--- src/rtl/proc_ctrl_fsm.sv ---
// Multi-cycle processor control FSM: decodes IR over steps T0..T3, drives
// register load enables, bus select and ALU op, counts retired instructions.
module proc_ctrl_fsm #(
  parameter int unsigned HALT_ON_ILLEGAL = 0,
  parameter int unsigned CNT_W           = 16
) (
  input  logic             Clock,
  input  logic             Resetn,
  input  logic             Run,
  input  logic [8:0]       IR,
  output logic             IRin,
  output logic [7:0]       Rin,
  output logic             Ain,
  output logic             Gin,
  output logic [1:0]       AluOp,
  output logic [3:0]       BusSel,
  output logic             Done,
  output logic [1:0]       Tstep,
  output logic             Halted,
  output logic [CNT_W-1:0] Retired
);

  typedef enum logic [2:0] {
    S_T0,
    S_T1,
    S_T2,
    S_T3,
    S_HALT
  } state_t;

  localparam logic [2:0] OP_MV  = 3'b000;
  localparam logic [2:0] OP_MVI = 3'b001;
  localparam logic [2:0] OP_ADD = 3'b010;
  localparam logic [2:0] OP_SUB = 3'b011;
  localparam logic [2:0] OP_AND = 3'b100;

  localparam logic [3:0] SEL_G   = 4'd8;
  localparam logic [3:0] SEL_DIN = 4'd9;

  state_t     state, state_nxt;
  logic [2:0] op, rx, ry;
  logic [7:0] rx_onehot;

  assign op        = IR[8:6];
  assign rx        = IR[5:3];
  assign ry        = IR[2:0];
  assign rx_onehot = 8'd1 << rx;

  // State register; reset aborts any instruction in flight
  always_ff @(posedge Clock or negedge Resetn) begin
    if (!Resetn) state <= S_T0;
    else         state <= state_nxt;
  end

  // Next-state and control decode from state and IR
  always_comb begin
    state_nxt = state;
    IRin      = 1'b0;
    Rin       = '0;
    Ain       = 1'b0;
    Gin       = 1'b0;
    AluOp     = 2'b00;
    BusSel    = '0;
    Done      = 1'b0;
    Tstep     = 2'b00;
    Halted    = 1'b0;
    case (state)
      S_T0: begin
        if (Run) begin
          IRin      = 1'b1;
          BusSel    = SEL_DIN;
          state_nxt = S_T1;
        end
      end
      S_T1: begin
        Tstep = 2'd1;
        case (op)
          OP_MV: begin
            BusSel    = {1'b0, ry};
            Rin       = rx_onehot;
            Done      = 1'b1;
            state_nxt = S_T0;
          end
          OP_MVI: begin
            BusSel    = SEL_DIN;
            Rin       = rx_onehot;
            Done      = 1'b1;
            state_nxt = S_T0;
          end
          OP_ADD, OP_SUB, OP_AND: begin
            BusSel    = {1'b0, rx};
            Ain       = 1'b1;
            state_nxt = S_T2;
          end
          default: begin
            if (HALT_ON_ILLEGAL != 0) begin
              state_nxt = S_HALT;
            end else begin
              Done      = 1'b1;
              state_nxt = S_T0;
            end
          end
        endcase
      end
      S_T2: begin
        Tstep  = 2'd2;
        BusSel = {1'b0, ry};
        Gin    = 1'b1;
        case (op)
          OP_SUB:  AluOp = 2'b01;
          OP_AND:  AluOp = 2'b10;
          default: AluOp = 2'b00;
        endcase
        state_nxt = S_T3;
      end
      S_T3: begin
        Tstep     = 2'd3;
        BusSel    = SEL_G;
        Rin       = rx_onehot;
        Done      = 1'b1;
        state_nxt = S_T0;
      end
      S_HALT: begin
        Halted = 1'b1;
      end
      default: state_nxt = S_T0;
    endcase
    // Outputs are forced low while reset is held, even though T0 would
    // otherwise decode Run straight through to IRin.
    if (!Resetn) begin
      IRin   = 1'b0;
      Rin    = '0;
      Ain    = 1'b0;
      Gin    = 1'b0;
      AluOp  = 2'b00;
      BusSel = '0;
      Done   = 1'b0;
      Tstep  = 2'b00;
      Halted = 1'b0;
    end
  end

  // Retired-instruction counter, wraps naturally at 2^CNT_W
  always_ff @(posedge Clock or negedge Resetn) begin
    if (!Resetn)   Retired <= '0;
    else if (Done) Retired <= Retired + 1'b1;
  end

endmodule

--- config.mk ---
export PLATFORM = sky130hd
export DESIGN_NAME = proc_ctrl_fsm
export DESIGN_NICKNAME = d
export VERILOG_FILES = /design/src/rtl/proc_ctrl_fsm.sv
export SDC_FILE = /design/constraint.sdc
export NUM_CORES = 1
export LEC_CHECK = 0
export BUFFER_PORTS_ARGS = -buffer_cell sky130_fd_sc_hd__buf_2
export CORE_MARGIN = 2
export CORE_UTILIZATION = 40
export CTS_BUF_LIST = sky130_fd_sc_hd__clkbuf_4
export DETAILED_ROUTE_END_ITERATION = 10
export GPL_ROUTABILITY_DRIVEN = 0
export PLACE_DENSITY = 0.7
export SYNTH_ARGS = -nofsm -noshare
export SYNTH_HDL_FRONTEND = slang
export SYNTH_SLANG_ARGS = --single-unit
--- constraint.sdc ---
create_clock -name Clock -period 2.1 [get_ports Clock]
set_input_delay 0.42 -clock Clock [delete_from_list [all_inputs] [get_ports Clock]]
set_output_delay 0.42 -clock Clock [all_outputs]
set_load 0.02 [all_outputs]
==> summary.txt, run 1 <==
worst-skew pair later-pin latency: 0.28 ns
worst setup margin: 0.01182 ns
WL final: 2775 um
sequential area share after synthesis: 41.62%
Clock transition at path regs: 0.10 ns
Peak VDD IR: 0.6031 mV
CP max FO: 2
Tot GR Track Use: 17.51%
CP max stage cell: or4_4
# H-tree levels: 1
Cell Chain, Critical Path: nand2b_4 > or4_4 > a21oi_4 > a22o_1 > buf_6
Yosys warning total: 0
Max Clock Freq: 478.9 MHz
LEAKAGE: 0.7366 nW
drc violations: 0
WP data required: 1.68 ns
first-pass GRT wire length: 4471 um
clk_skew: 0.003446 ns
utilization after layout: 57.09%
setup violators final: 0
initial antenna violation count: 0
fin cells: 197
largest net degree at the start of global routing: 17
num rows: 18
Post-synth EDFFs: 0
Vias/cell: 5.411
worst slack, placed: 0.09594 ns
critical path capture point type: primary output
crit-path max cell delay: 0.43 ns
Max Cap Viol: 0
vias in the first global route: 1,018
first drt pass iteration count: 4
Clock Sinks: 18
ant diodes: 0
Final period util: 99.44%
Routed Antenna Nets: 0
Root Buffer: clkbuf_4
Avg WL per Cell: 14.09 um
WS Path Type: reg2out
final net count: 181
floorplan die area: 3138 um^2
synthesized area: 1082 um^2
Synth cell types: 34
number of top-level pins: 49
vias: 1,066
drt initial violations: 38
width of the die: 56.02 um
HPWL after DPL: 2111 um
RSZ-0062 raised after global routing: yes
final instance area: 1440 um^2
Placed Area: 1361 um^2
total grt overflow: 0
CTS tree: yes
flops & latches, synth: 18
status: finished, final reports clean
average size of a mapped cell: 9.578 um^2
Area Growth Syn to Fin: 33.06%
core area: 2522 um^2
Placed Cells: 191
initial core utilization: 42.91%
Main synth FF type: dfrtp_1
type of the tightest min-delay check: in2async
async set or reset register ratio after synthesis: 100.0%
startpoint types: register
Synth Net Count: 126
max-slew violation count: 0
layout cells sized above 1: 37.72%
WHS: 0.1820 ns
fin crit period: 2.088 ns
Hold Violations, Final: 0
clock tree buffer depth: 2
Power Dens Cells: 873.0 nW/um^2
WP data arrival: 1.67 ns
CTS Buf Count: 3
Synth Instances: 113
port bufs: 47
worst-case reg-to-reg path depth: 5
chip height: 56.02 um
==> power breakdown <==
| part | internal (W) | total [W] | switching [W] |
|---|---|---|---|
| registers | 0.000410 | 0.000486 | 0.0000756 |
| logic | 0.000236 | 0.000604 | 0.000368 |
| clock network | 0.0000689 | 0.000167 | 0.0000986 |
==> placed cells by master, fill, tap and decap left out, types with 2 or more instances in the layout <==
cell type and instances:
buf_2 45, dfrtp_1 18, xnor2_1 14, nor2_1 8, and3_1 8, nand3_1 7, nand4_1 7, o21ai_0 6
buf_4 6, nor3_1 5, inv_1 4, nand2_1 4, nor4b_1 3, clkbuf_4 3, nor4_1 2, a22o_1 2
and4_1 2, buf_6 2
==> registers in the layout (all words and copies together), names as in the netlist <==
name and count:
state 2, Retired 16
==> routing by layer <==
| layer | wire, um | up-vias | GRT usage, % | part of all wire (%) |
|---|---|---|---|---|
| met5 | 0 | - | 0 | 0 |
| met4 | 0 | 0 | 4.762 | 0 |
| met3 | 159 | 0 | 2.558 | 5.7 |
| met2 | 1419 | 36 | 30.76 | 51 |
| met1 | 1195 | 514 | 22.25 | 43 |
| li1 | - | 516 | - | - |
==> metrics by stage <==
step / power, W / TNS, ns
after floorplan: 0.0008465 / 0
after global placement: 0.001033 / 0
after detailed placement: 0.001044 / 0
after CTS: 0.001256 / 0
after global routing: 0.001344 / -0.2025
final: 0.001257 / 0
==> worst max-delay path: cells and delay by family (launching register included) <==
family | cells | cell delay [ns]
and+or+nand+nor | 2 | 0.58
DFF | 1 | 0.40
AOI/OAI and AO/OA | 2 | 0.30
buffers and inverters | 1 | 0.11
==> final timing paths <==
kind,start,to,slack [ns]
max,state[1],BusSel[1],0.01
min,Resetn,Retired[9],0.18
max reg2reg,state[1],Retired[1],0.53
min reg2reg,Retired[15],Retired[15],0.49
max in group asynchronous,Resetn,state[1],1.41
min in group Clock,Run,state[0],0.40
==> repair_timing <==
item / CTS / global route
gates resized for setup: 7 / 1
hold endpoints to repair: 2 / 0
endpoints found under the setup margin: 2 / 4
buffers inserted: 1 / 0
pin swaps: 3 / 0
hold buffers: 1 / 0
==> cell families after synthesis <==
kind of cell,synth area share (%)
flops,41.62
buf+inv,4.276
simple gates,29.83
compound gates,8.671
mux,1.965
xor+xnor,12.14
fa+ha+maj,1.156
other cells,0.3465
==> synth_stat cells, types with 2 or more instances <==
library cell | instances | area, um^2
a21oi_1 | 2 | 10.01
a22o_1 | 2 | 17.52
and3_1 | 8 | 50.05
and4_1 | 2 | 17.52
buf_4 | 2 | 15.01
dfrtp_1 | 18 | 450.4
inv_1 | 4 | 15.01
nand2_1 | 4 | 15.01
nand2b_1 | 2 | 12.51
nand3_1 | 7 | 35.03
nand4_1 | 7 | 43.79
nor2_1 | 8 | 30.03
nor3_1 | 5 | 25.02
nor4_1 | 2 | 12.51
nor4b_1 | 3 | 26.28
o21ai_0 | 6 | 30.03
xnor2_1 | 14 | 122.6
==> final cells by class <==
class                   count  area, um^2
clock buffers               3       22.52
clock inverters             1       3.754
fillers                   242        1082
inverters                   4       15.01
multi-input cells          87       608.1
flip-flops and latches     18       450.4
well taps                  30       37.54
repair buffers             54       302.8
Note: power is estimated with default switching activity, not from simulation.
==> run 2: changes to the inputs <==
--- a/config.mk
+++ b/config.mk
@@ -6,12 +6,14 @@
 export NUM_CORES = 1
 export LEC_CHECK = 0
 export BUFFER_PORTS_ARGS = -buffer_cell sky130_fd_sc_hd__buf_2
+export CELL_PAD_IN_SITES_DETAIL_PLACEMENT = 1
+export CELL_PAD_IN_SITES_GLOBAL_PLACEMENT = 1
 export CORE_MARGIN = 2
-export CORE_UTILIZATION = 40
+export CORE_UTILIZATION = 35
 export CTS_BUF_LIST = sky130_fd_sc_hd__clkbuf_4
 export DETAILED_ROUTE_END_ITERATION = 10
 export GPL_ROUTABILITY_DRIVEN = 0
-export PLACE_DENSITY = 0.7
+export PLACE_DENSITY_LB_ADDON = 0.1
 export SYNTH_ARGS = -nofsm -noshare
 export SYNTH_HDL_FRONTEND = slang
 export SYNTH_SLANG_ARGS = --single-unit
==> run 2 against run 1 <==
Net effect:
- die area is 13% higher
- clock skew is 0.0028 ns higher
- non-clock buffer count stayed put
- combinational power is 3.8% higher
- utilization is 8.4 points lower
- sequential power is 1% lower
- final cell count is 1.5% higher
- global-route usage is 0.75 points higher
- register-to-register slack worse by 0.21 ns
- sequential share of layout area is 0.48 points lower
- routed wire length is 9.9% higher
- setup slack worse by 0.0055 ns
- critical endpoint is now BusSel[2]
==> summary.txt, run 2 (synthesized netlist as in run 1, its figures left out) <==
Crit path max-delay family: simple AND/OR/NAND/NOR gates (unchanged)
most common cell after layout, fill and taps aside: buf_2 (unchanged)
core area: 3003 um^2 (was 2522 um^2)
Hold Violations, Final: 0 (unchanged)
WP data arrival: 1.67 ns (about the same)
WP data required: 1.68 ns (about the same)
CP max stage cell: or4_4 (unchanged)
worst-case reg-to-reg path depth: 7 (was 5)
P_sw: 0.0005653 W (was 0.0005424 W)
max-slew violation count: 0 (unchanged)
Comb power frac: 48.7% (was 48.0%)
fin cells: 200 (was 197)
drc violations: 0 (unchanged)
R2R Path End: Retired[7] (was Retired[1])
Avg WL per Cell: 15.25 um (was 14.09 um)
Clock transition at path regs: 0.10 ns (about the same)
R2R Setup Slk: 0.32 ns (was 0.53 ns)
WL final: 3049 um (was 2775 um)
vias in the first global route: 1,079 (was 1,018)
ant diodes: 0 (unchanged)
# H-tree levels: 1 (unchanged)
setup violators final: 0 (unchanged)
vias: 1,087 (was 1,066)
register name with the most flops: Retired (unchanged)
first drt pass iteration count: 4 (unchanged)
Peak VDD IR: 0.4547 mV (was 0.6031 mV)
Int Power: 0.0007238 W (was 0.0007148 W)
chip height: 59.61 um (was 56.02 um)
Clock Sinks: 18 (unchanged)
Area Growth Syn to Fin: 35.14% (was 33.06%)
Crit path depth: 5 (unchanged)
initial antenna violation count: 0 (unchanged)
Max Cap Viol: 0 (unchanged)
LEAKAGE: 0.7421 nW (was 0.7366 nW)
Placed Area: 1365 um^2 (was 1361 um^2)
Sequential Power Share: 37.3% (was 38.7%)
Routed Antenna Nets: 0 (unchanged)
layout cells sized above 1: 41.32% (was 37.72%)
total grt overflow: 0 (unchanged)
crit-path max cell delay: 0.43 ns (about the same)
buffers plus inverters on the worst setup path: 1 (unchanged)
final instance area: 1463 um^2 (was 1440 um^2)
max FFs per register: 16 (unchanged)
WS Path Type: reg2out (unchanged)
initial core utilization: 36.04% (was 42.91%)
drt initial violations: 43 (was 38)
worst-skew pair later-pin latency: 0.30 ns (was 0.28 ns)
status: finished, final reports clean (unchanged)
FF-to-FF Start: state[0] (was state[1])
Power Dens Cells: 881.3 nW/um^2 (was 873.0 nW/um^2)
port bufs: 47 (unchanged)
Max Clock Freq: 477.6 MHz (was 478.9 MHz)
largest net degree at the start of global routing: 16 (was 17)
CTS tree: yes (unchanged)
startpoint types: register (unchanged)
HPWL after DPL: 2383 um (was 2111 um)
clk_skew: 0.006272 ns (was 0.003446 ns)
CTS Buf Count: 3 (unchanged)
first-pass GRT wire length: 4899 um (was 4471 um)
Placed Cells: 194 (was 191)
width of the die: 59.61 um (was 56.02 um)
critical path capture point type: primary output (unchanged)
num rows: 20 (was 18)
Vias/cell: 5.435 (was 5.411)
worst setup margin: 0.006363 ns (was 0.01182 ns)
Cell Chain, Critical Path: nand2b_4 > or4_4 > a21oi_4 > a22o_1 > buf_6 (unchanged)
floorplan die area: 3553 um^2 (was 3138 um^2)
Tot GR Track Use: 18.26% (was 17.51%)
type of the tightest min-delay check: in2async (unchanged)
CP max FO: 2 (unchanged)
Clk pwr share: 14.0% (was 13.3%)
Post-CTS Hold Fix Bufs: 0 (was 1)
filler instances: 374 (was 242)
Root Buffer: clkbuf_4 (unchanged)
commonest non-fill, non-tap cells in the layout: buf_2, dfrtp_1, xnor2_1, and3_1 (was buf_2, dfrtp_1, xnor2_1, nor2_1, and3_1)
final net count: 181 (unchanged)
clock tree buffer depth: 2 (unchanged)
worst slack, placed: 0.06818 ns (was 0.09594 ns)
RSZ-0062 raised after global routing: yes (unchanged)
fin crit period: 2.094 ns (was 2.088 ns)
Net Sw Frac: 43.85% (was 43.14%)
Final period util: 99.70% (was 99.44%)
largest registers: Retired x16, state x2 (unchanged)
number of top-level pins: 49 (unchanged)
utilization after layout: 48.71% (was 57.09%)
-- run 2: worst max path at each step --
| stage | endpoint | start | slack [ns] |
|---|---|---|---|
| after CTS | BusSel[1] | state[1] | -0.02 |
| after floorplan | Rin[4] | IR[7] | 0.14 |
| after global routing | BusSel[1] | state[1] | -0.07 |
| final | BusSel[2] | state[1] | 0.006 |
| after detailed placement | BusSel[1] | IR[7] | 0.07 |
| after global placement | BusSel[1] | IR[7] | 0.08 |
-- run 2: stage by stage --
| step | hold WS [ns] | total power (W) | TNS, ns |
|---|---|---|---|
| floorplan | 0.1244 | 0.0008465 | 0 |
| global placement | 0.3708 | 0.001036 | 0 |
| detailed placement | 0.3765 | 0.001051 | 0 |
| CTS | 0.04067 | 0.001286 | -0.04138 |
| global route | 0.07387 | 0.001374 | -0.1536 |
| finish | 0.07986 | 0.001289 | 0 |
-- run 2: what timing repair did --
action | 4_1_cts | 5_1_grt
gates resized for setup | 7 | 8
pin swaps | 4 | 2
endpoints found under the setup margin | 2 | 9
buffers inserted | 2 | 0
endpoints found under the hold margin | 0 | 0
-- run 2: power groups by stage --
stage | Combinational [W] | Sequential, W | Clock [W]
after global routing | 0.000679 | 0.000495 | 0.000201
final | 0.000627 | 0.000481 | 0.000180
after detailed placement | 0.000566 | 0.000485 | 0
after global placement | 0.000556 | 0.000479 | 0
after CTS | 0.000611 | 0.000483 | 0.000192
after floorplan | 0.000304 | 0.000542 | 0
-- run 2: layout make-up --
class	count	area, um^2	share of cell area [%]
Inverter	4	15.01	1.027
Clock inverter	1	3.754	0.2566
Clock buffer	3	22.52	1.540
Sequential cell	18	450.4	30.80
Timing Repair Buffer	54	300.3	20.53
Multi-Input combinational cell	87	629.4	43.03
Tap cell	33	41.29	2.823
-- run 2: routing by layer --
| layer | share of wire (%) | wire, um | up-vias | track usage (%) |
|---|---|---|---|---|
| li1 | - | - | 513 | - |
| met1 | 44 | 1355 | 540 | 22.12 |
| met2 | 50 | 1534 | 30 | 32.97 |
| met3 | 4.5 | 136 | 4 | 2.838 |
| met4 | 0.72 | 22 | 0 | 5.714 |
| met5 | 0 | 0 | - | 0 |
